[config.mk]
export PLATFORM = sky130hd
export DESIGN_NAME = fetch_unit
export DESIGN_NICKNAME = d
export VERILOG_FILES = /design/src/rtl/fetch_pkg.sv /design/src/rtl/fetch_fifo.sv /design/src/rtl/fetch_unit.sv
export SDC_FILE = /design/constraint.sdc
export NUM_CORES = 1
export LEC_CHECK = 0
export ABC_CLOCK_PERIOD_IN_PS = 4550
export CAP_MARGIN = 15
export CORE_AREA = 8 8 140 103
export CTS_CLUSTER_SIZE = 16
export DETAILED_ROUTE_END_ITERATION = 16
export DIE_AREA = 0 0 148 111
export GPL_ROUTABILITY_DRIVEN = 0
export PLACE_DENSITY = 0.79
export SLEW_MARGIN = 30
export SYNTH_ARGS = -nofsm -noshare
export SYNTH_HDL_FRONTEND = slang
export SYNTH_SLANG_ARGS = --single-unit
[constraint.sdc]
create_clock -name clk -period 4.55 [get_ports clk]
set_input_delay 0.91 -clock clk [delete_from_list [all_inputs] [get_ports clk]]
set_output_delay 0.91 -clock clk [all_outputs]
set_load 0.05 [all_outputs]
[src/rtl/fetch_pkg.sv]
// Shared defaults and the entry type for the instruction fetch stage.
package fetch_pkg;

    localparam int FETCH_AW = 16;
    localparam int FETCH_DW = 32;
    localparam logic [FETCH_AW-1:0] FETCH_RESET_PC = '0;

    // One buffered fetch result: the instruction word and the PC it came from.
    typedef struct packed {
        logic [FETCH_DW-1:0] inst;
        logic [FETCH_AW-1:0] pc;
    } fetch_entry_t;

endpackage

[src/rtl/fetch_fifo.sv]
// Small synchronous FIFO holding fetched instructions until decode accepts them.
// The head entry is read straight out of register storage, so the outputs have
// no combinational path from any input.
module fetch_fifo
    import fetch_pkg::*;
#(
    parameter int  DEPTH   = 2,
    parameter type entry_t = fetch_entry_t,
    localparam int CW      = $clog2(DEPTH + 1),
    localparam int PW      = (DEPTH > 1) ? $clog2(DEPTH) : 1
) (
    input  logic          clk,
    input  logic          reset,
    input  logic          flush_i,
    input  logic          push_i,
    input  entry_t        push_data_i,
    input  logic          pop_i,
    output entry_t        head_o,
    output logic [CW-1:0] count_o
);

    logic [PW-1:0]    head_q, head_d;
    logic [PW-1:0]    tail_q, tail_d;
    logic [CW-1:0]    count_q, count_d;
    entry_t           mem_q [DEPTH];
    logic             do_push;
    logic             do_pop;
    logic [DEPTH-1:0] slot_we;

    function automatic logic [PW-1:0] ptr_inc(input logic [PW-1:0] p);
        ptr_inc = (p == PW'(DEPTH - 1)) ? '0 : p + PW'(1);
    endfunction

    // A pop needs a valid head; a push needs a free slot or a simultaneous pop.
    assign do_pop  = pop_i && (count_q != '0);
    assign do_push = push_i && ((count_q != CW'(DEPTH)) || do_pop);

    // Per-slot write enables: only the tail slot is written, never during flush.
    for (genvar gi = 0; gi < DEPTH; gi++) begin : g_slot_we
        assign slot_we[gi] = !flush_i && do_push && (tail_q == PW'(gi));
    end

    // Pointer and occupancy bookkeeping; flush discards everything.
    always_comb begin
        head_d  = head_q;
        tail_d  = tail_q;
        count_d = count_q;
        if (flush_i) begin
            head_d  = '0;
            tail_d  = '0;
            count_d = '0;
        end else begin
            if (do_push) begin
                tail_d = ptr_inc(tail_q);
            end
            if (do_pop) begin
                head_d = ptr_inc(head_q);
            end
            case ({do_push, do_pop})
                2'b10:   count_d = count_q + CW'(1);
                2'b01:   count_d = count_q - CW'(1);
                default: count_d = count_q;
            endcase
        end
    end

    // State registers; storage is cleared on reset so the outputs read zero.
    always_ff @(posedge clk) begin
        if (reset) begin
            head_q  <= '0;
            tail_q  <= '0;
            count_q <= '0;
            for (int i = 0; i < DEPTH; i++) begin
                mem_q[i] <= '0;
            end
        end else begin
            head_q  <= head_d;
            tail_q  <= tail_d;
            count_q <= count_d;
            for (int i = 0; i < DEPTH; i++) begin
                if (slot_we[i]) begin
                    mem_q[i] <= push_data_i;
                end
            end
        end
    end

    assign head_o  = mem_q[head_q];
    assign count_o = count_q;

endmodule

[src/rtl/fetch_unit.sv]
// Instruction fetch stage: owns the PC, issues one read per cycle to a memory
// with a one-cycle registered read, and queues returned words for decode.
// A redirect reloads the PC and squashes both the queue and the read in flight.
module fetch_unit
    import fetch_pkg::*;
#(
    parameter int            AW       = FETCH_AW,
    parameter int            DW       = FETCH_DW,
    parameter logic [AW-1:0] RESET_PC = AW'(FETCH_RESET_PC),
    parameter int            DEPTH    = 2
) (
    input  logic          clk,
    input  logic          reset,
    output logic [AW-1:0] imem_addr,
    output logic          imem_write,
    output logic [DW-1:0] imem_wdata,
    input  logic [DW-1:0] imem_rdata,
    input  logic          redirect_valid,
    input  logic [AW-1:0] redirect_pc,
    output logic          inst_valid,
    input  logic          inst_ready,
    output logic [DW-1:0] inst,
    output logic [AW-1:0] inst_pc
);

    localparam int CW = $clog2(DEPTH + 1);

    typedef struct packed {
        logic [DW-1:0] inst;
        logic [AW-1:0] pc;
    } entry_t;

    logic [AW-1:0] pc_q, pc_d;
    logic          inflight_q, inflight_d;
    logic [AW-1:0] inflight_pc_q, inflight_pc_d;

    logic [CW-1:0] count;
    logic [CW:0]   occupancy;
    logic          pop;
    logic          push;
    logic          issue;
    entry_t        push_entry;
    entry_t        head_entry;

    assign pop = inst_valid && inst_ready;

    // Slots already committed after this cycle: buffered plus returning minus leaving.
    // Issuing only while this is below DEPTH guarantees every returning word has room.
    assign occupancy = {1'b0, count} + {{CW{1'b0}}, inflight_q} - {{CW{1'b0}}, pop};
    assign issue     = !reset && !redirect_valid && (occupancy < (CW + 1)'(DEPTH));

    // The word returning this cycle belongs to inflight_pc_q unless a redirect kills it.
    assign push            = inflight_q && !redirect_valid;
    assign push_entry.inst = imem_rdata;
    assign push_entry.pc   = inflight_pc_q;

    // PC and in-flight tracking; a redirect overrides any issue.
    always_comb begin
        pc_d          = pc_q;
        inflight_d    = 1'b0;
        inflight_pc_d = inflight_pc_q;
        if (redirect_valid) begin
            pc_d = redirect_pc;
        end else if (issue) begin
            inflight_d    = 1'b1;
            inflight_pc_d = pc_q;
            pc_d          = pc_q + AW'(1);
        end
    end

    // Fetch state registers.
    always_ff @(posedge clk) begin
        if (reset) begin
            pc_q          <= RESET_PC;
            inflight_q    <= 1'b0;
            inflight_pc_q <= '0;
        end else begin
            pc_q          <= pc_d;
            inflight_q    <= inflight_d;
            inflight_pc_q <= inflight_pc_d;
        end
    end

    fetch_fifo #(
        .DEPTH   (DEPTH),
        .entry_t (entry_t)
    ) u_fifo (
        .clk         (clk),
        .reset       (reset),
        .flush_i     (redirect_valid),
        .push_i      (push),
        .push_data_i (push_entry),
        .pop_i       (pop),
        .head_o      (head_entry),
        .count_o     (count)
    );

    assign imem_addr  = pc_q;
    assign imem_write = 1'b0;
    assign imem_wdata = '0;
    assign inst_valid = (count != '0);
    assign inst       = head_entry.inst;
    assign inst_pc    = head_entry.pc;

endmodule

==> impl_metrics.py <==
metrics = {
    "global_routing": {
        "grt_util_all_layers_pct": 16.0,
        "grt.overflow.total": 0,
        "grt_max_degree": 49,
        "grt_pass1_wl_mm": 20.9,
        "antenna_found_initial": 0,
        "grt_pass1_vias": 4107,
    },
    "setup_path": {
        "path_cells": "clkdlybuf4s50_1 > and2_1 > ha_1 > nand2b_1 > fa_1 > xnor2_4 > nand2_2 > or4_1 > a311oi_1",
        "critPathArrivalTime_ns": 3.85,
        "critPathLaunchType": "input port",
        "worst_path_max_delay_cell": "clkdlybuf4s50_1",
        "r2r_end": "imem_addr[14]",
        "max_stage_delay_ns": 0.56,
        "ff2ff_path_depth": 9,
        "cp.buffers_inverters": 1,
        "critical_path_peak_fanout": 9,
        "crit_end": "imem_addr[14]",
        "startpoint": "inst_ready",
        "crit_family": "simple AND/OR/NAND/NOR gates",
        "reg2reg_slack_ns": 1.28,
        "worst-setup-path-type": "in2reg",
        "r2r-start": "u_fifo.count_o[1]",
        "path_depth": 9,
        "crit_path_end_kind": "flop",
        "required_ns": 4.86,
    },
    "timing": {
        "setup_viol": 0,
        "hold_ws_ns": 0.453,
        "hold_viol": 0,
        "fin_skew_ns": 0.0123,
        "timing.final.ws_setup_ns": 1.00,
        "rsz0062_at_grt": "no",
        "clock.fmax_ghz": 0.282,
        "worstMarginPinSlew_ns": 0.939,
        "min_period_ns": 3.55,
        "slew_headroom_pct": 37.2,
        "fin_crit_sh_pct": 78.0,
        "tns_ns": 0,
        "maxSlewViolCount": 0,
    },
    "yosys": {
        "syn_inst": 456,
        "synth-warning-count": 0,
        "synth.cell_area_um2": 5830,
        "async_reset_ff_share_pct": 0,
        "synth_edf_count": 96,
        "ys_types": 50,
        "ys_seq_area_share_pct": 62.5,
        "syn_area_per_cell_um2": 12.8,
        "synthFlopType": "edfxtp_1",
        "ys_ff_latch": 134,
    },
    "outcome": {
        "status": "complete, no violations",
    },
    "worst_hold_path": {
        "hold_class": "reg2reg",
    },
    "pwr": {
        "ir_drop_mv": 0.293,
        "power.total_mw": 3.25,
        "p_per_area_nw_per_um2": 421,
        "p_leak_nw": 2.82,
    },
    "die": {
        "die_width_um": 148,
        "ioPinCount": 150,
        "fp-row-count": 34,
        "core_um2": 12200,
        "start_util_pct": 47.9,
        "chipHeight_um": 111,
        "die_area_um2": 16400,
    },
    "clock_tree": {
        "postCtsSetupRepairBufs": 0,
        "cts_tree": "yes",
        "cts-root-buf": "clkbuf_16",
        "cts_max_path_buffers": 2,
        "post_cts_resized": 0,
        "clk_pin_slew_ns": 0.06,
        "cts_sinks": 134,
        "clk_latency_ns": 0.41,
        "cts_buffers": 17,
        "h-tree-depth": 4,
        "hold_buffers": 0,
    },
    "route": {
        "drt-met1-wl_mm": 5.82,
        "wl_per_cell_um": 17.3,
        "drt_iter0_markers": 213,
        "routed_wl_mm": 13.0,
        "wl_met3_um": 691,
        "routed.top_layer": "met4",
        "vias": 3881,
        "drc": 0,
        "first_pass_iters": 5,
        "wl_met2_mm": 6.28,
        "route.antenna.remaining_nets": 0,
        "viasPerCell": 5.16,
    },
    "place": {
        "dpl_worst_slack_ns": 0.589,
        "placed_cells": 719,
        "dpl.hpwl_mm": 8.64,
        "io_buffer_count": 116,
    },
    "flow_run": {
        "cap_violations": 0,
    },
    "cells_and_area": {
        "n_antenna_cell": 0,
        "fin_nets": 632,
        "drive_above_1_share_pct": 16.6,
        "num-fill-cells": 956,
        "area_growth_pct": 32.3,
        "layoutNonFillerInstCount": 752,
    },
}
## registers in the layout, summed over array words and instances (netlist names), named ones only
signal and cells:
u_fifo.mem_q 96, imem_addr 16, inflight_pc_q 16, u_fifo.count_o 2, inflight_q 1, u_fifo.head_q 1
u_fifo.tail_q 1
## metrics by stage
| step | instance area [um2] | utilization, % |
|---|---|---|
| detailed placement | 7070 | 58.1 |
| global placement | 7070 | 58.1 |
| floorplan | 5950 | - |
| finish | 7710 | 63.4 |
| global route | 7710 | 63.4 |
| CTS | 7700 | 63.3 |
## power by group
part / total, mW / internal [mW] / switching (mW)
clock network: 1.43 / 0.919 / 0.509
logic: 0.421 / 0.141 / 0.280
registers: 1.40 / 1.36 / 0.0324
## cell families after synthesis
logic type / synth area share (%)
and+or+nand+nor: 13.5
AOI/OAI and AO/OA: 6.16
xor gates and xnor gates: 1.52
other: 0.0643
DFF: 62.5
muxes: 9.45
buffers and inverters: 6.03
adders and majority gates: 0.773
## routing by layer
metal	track usage, %	up-vias
li1	-	1841
met2	25.7	145
met3	4.12	15
met4	6.30	0
met1	20.3	1880
met5	0	-
## synthesized netlist by cell type, types with 2 or more instances
| cell type | number | share of area (%) |
|---|---|---|
| edfxtp_1 | 96 | 49 |
| and2_1 | 49 | 5.3 |
| mux2_2 | 48 | 9.3 |
| nand2_1 | 42 | 2.7 |
| dfxtp_1 | 38 | 13 |
| buf_4 | 33 | 4.3 |
| a21oi_1 | 19 | 1.6 |
| clkbuf_1 | 17 | 1.1 |
| nor2_1 | 14 | 0.90 |
| nand3_1 | 11 | 0.94 |
| nor3_1 | 6 | 0.52 |
| a211oi_1 | 5 | 0.64 |
| a311oi_1 | 5 | 0.75 |
| a31oi_1 | 5 | 0.54 |
| o311ai_0 | 4 | 0.60 |
| o31ai_1 | 4 | 0.52 |
| or3_1 | 4 | 0.43 |
| or4_1 | 4 | 0.52 |
| xor2_1 | 4 | 0.60 |
| and3_1 | 3 | 0.32 |
| inv_1 | 3 | 0.19 |
| nand2b_1 | 3 | 0.32 |
| nand4_1 | 3 | 0.32 |
| xnor2_1 | 3 | 0.45 |
| a22oi_1 | 2 | 0.26 |
| buf_1 | 2 | 0.13 |
| buf_2 | 2 | 0.17 |
| ha_1 | 2 | 0.43 |
| inv_2 | 2 | 0.13 |
| o21bai_1 | 2 | 0.26 |
| or2_2 | 2 | 0.21 |
## cell usage in the layout, fill, tap and decap left out, types with 3 or more instances in the layout
master / instances
mux2_2: 48
nand2_1: 42
nor3_1: 6
nor2_1: 13
a211oi_1: 5
and3_1: 3
dfxtp_1: 37
xor2_1: 4
xnor2_1: 3
clkdlybuf4s50_1: 116
or4_1: 4
edfxtp_1: 96
and2_1: 49
clkinv_4: 5
a311oi_1: 5
a21oi_1: 19
inv_1: 3
nand2b_1: 3
o311ai_0: 4
nand3_1: 11
conb_1: 33
a31oi_1: 5
nand4_1: 3
clkbuf_16: 17
bufinv_16: 4
o31ai_1: 4
buf_4: 6
or3_1: 4
## cell type report
type	instances	area, um2	area share, %
clock buffers	17	425	5.52
repair buffers	124	1240	16.1
multi-input cells	294	1970	25.6
inverters	6	22.5	0.292
clock inverters	15	203	2.63
flip-flops and latches	134	3640	47.3
well taps	162	203	2.63
## worst reg2reg max path, delay by kind of cell, from the launching register on
family / cells / cell delay [ns]
and+or+nand+nor: 5 / 1.41
AOI/OAI and AO/OA: 1 / 0.31
xor gates and xnor gates: 1 / 0.25
DFF: 1 / 0.44
adders and majority gates: 2 / 0.77
## worst min-delay path by stage
stage	endpoint	slack, ns	depth (start not counted)	from
floorplan	inflight_pc_q[0]	0.43	2	inflight_pc_q[0]
global placement	inflight_pc_q[5]	0.44	2	inflight_pc_q[5]
detailed placement	inflight_pc_q[3]	0.45	2	inflight_pc_q[3]
CTS	inflight_pc_q[9]	0.45	2	inflight_pc_q[9]
global route	inflight_pc_q[11]	0.49	2	inflight_pc_q[11]
finish	inflight_pc_q[9]	0.45	2	inflight_pc_q[9]
Power figures use the tool's default switching activity.
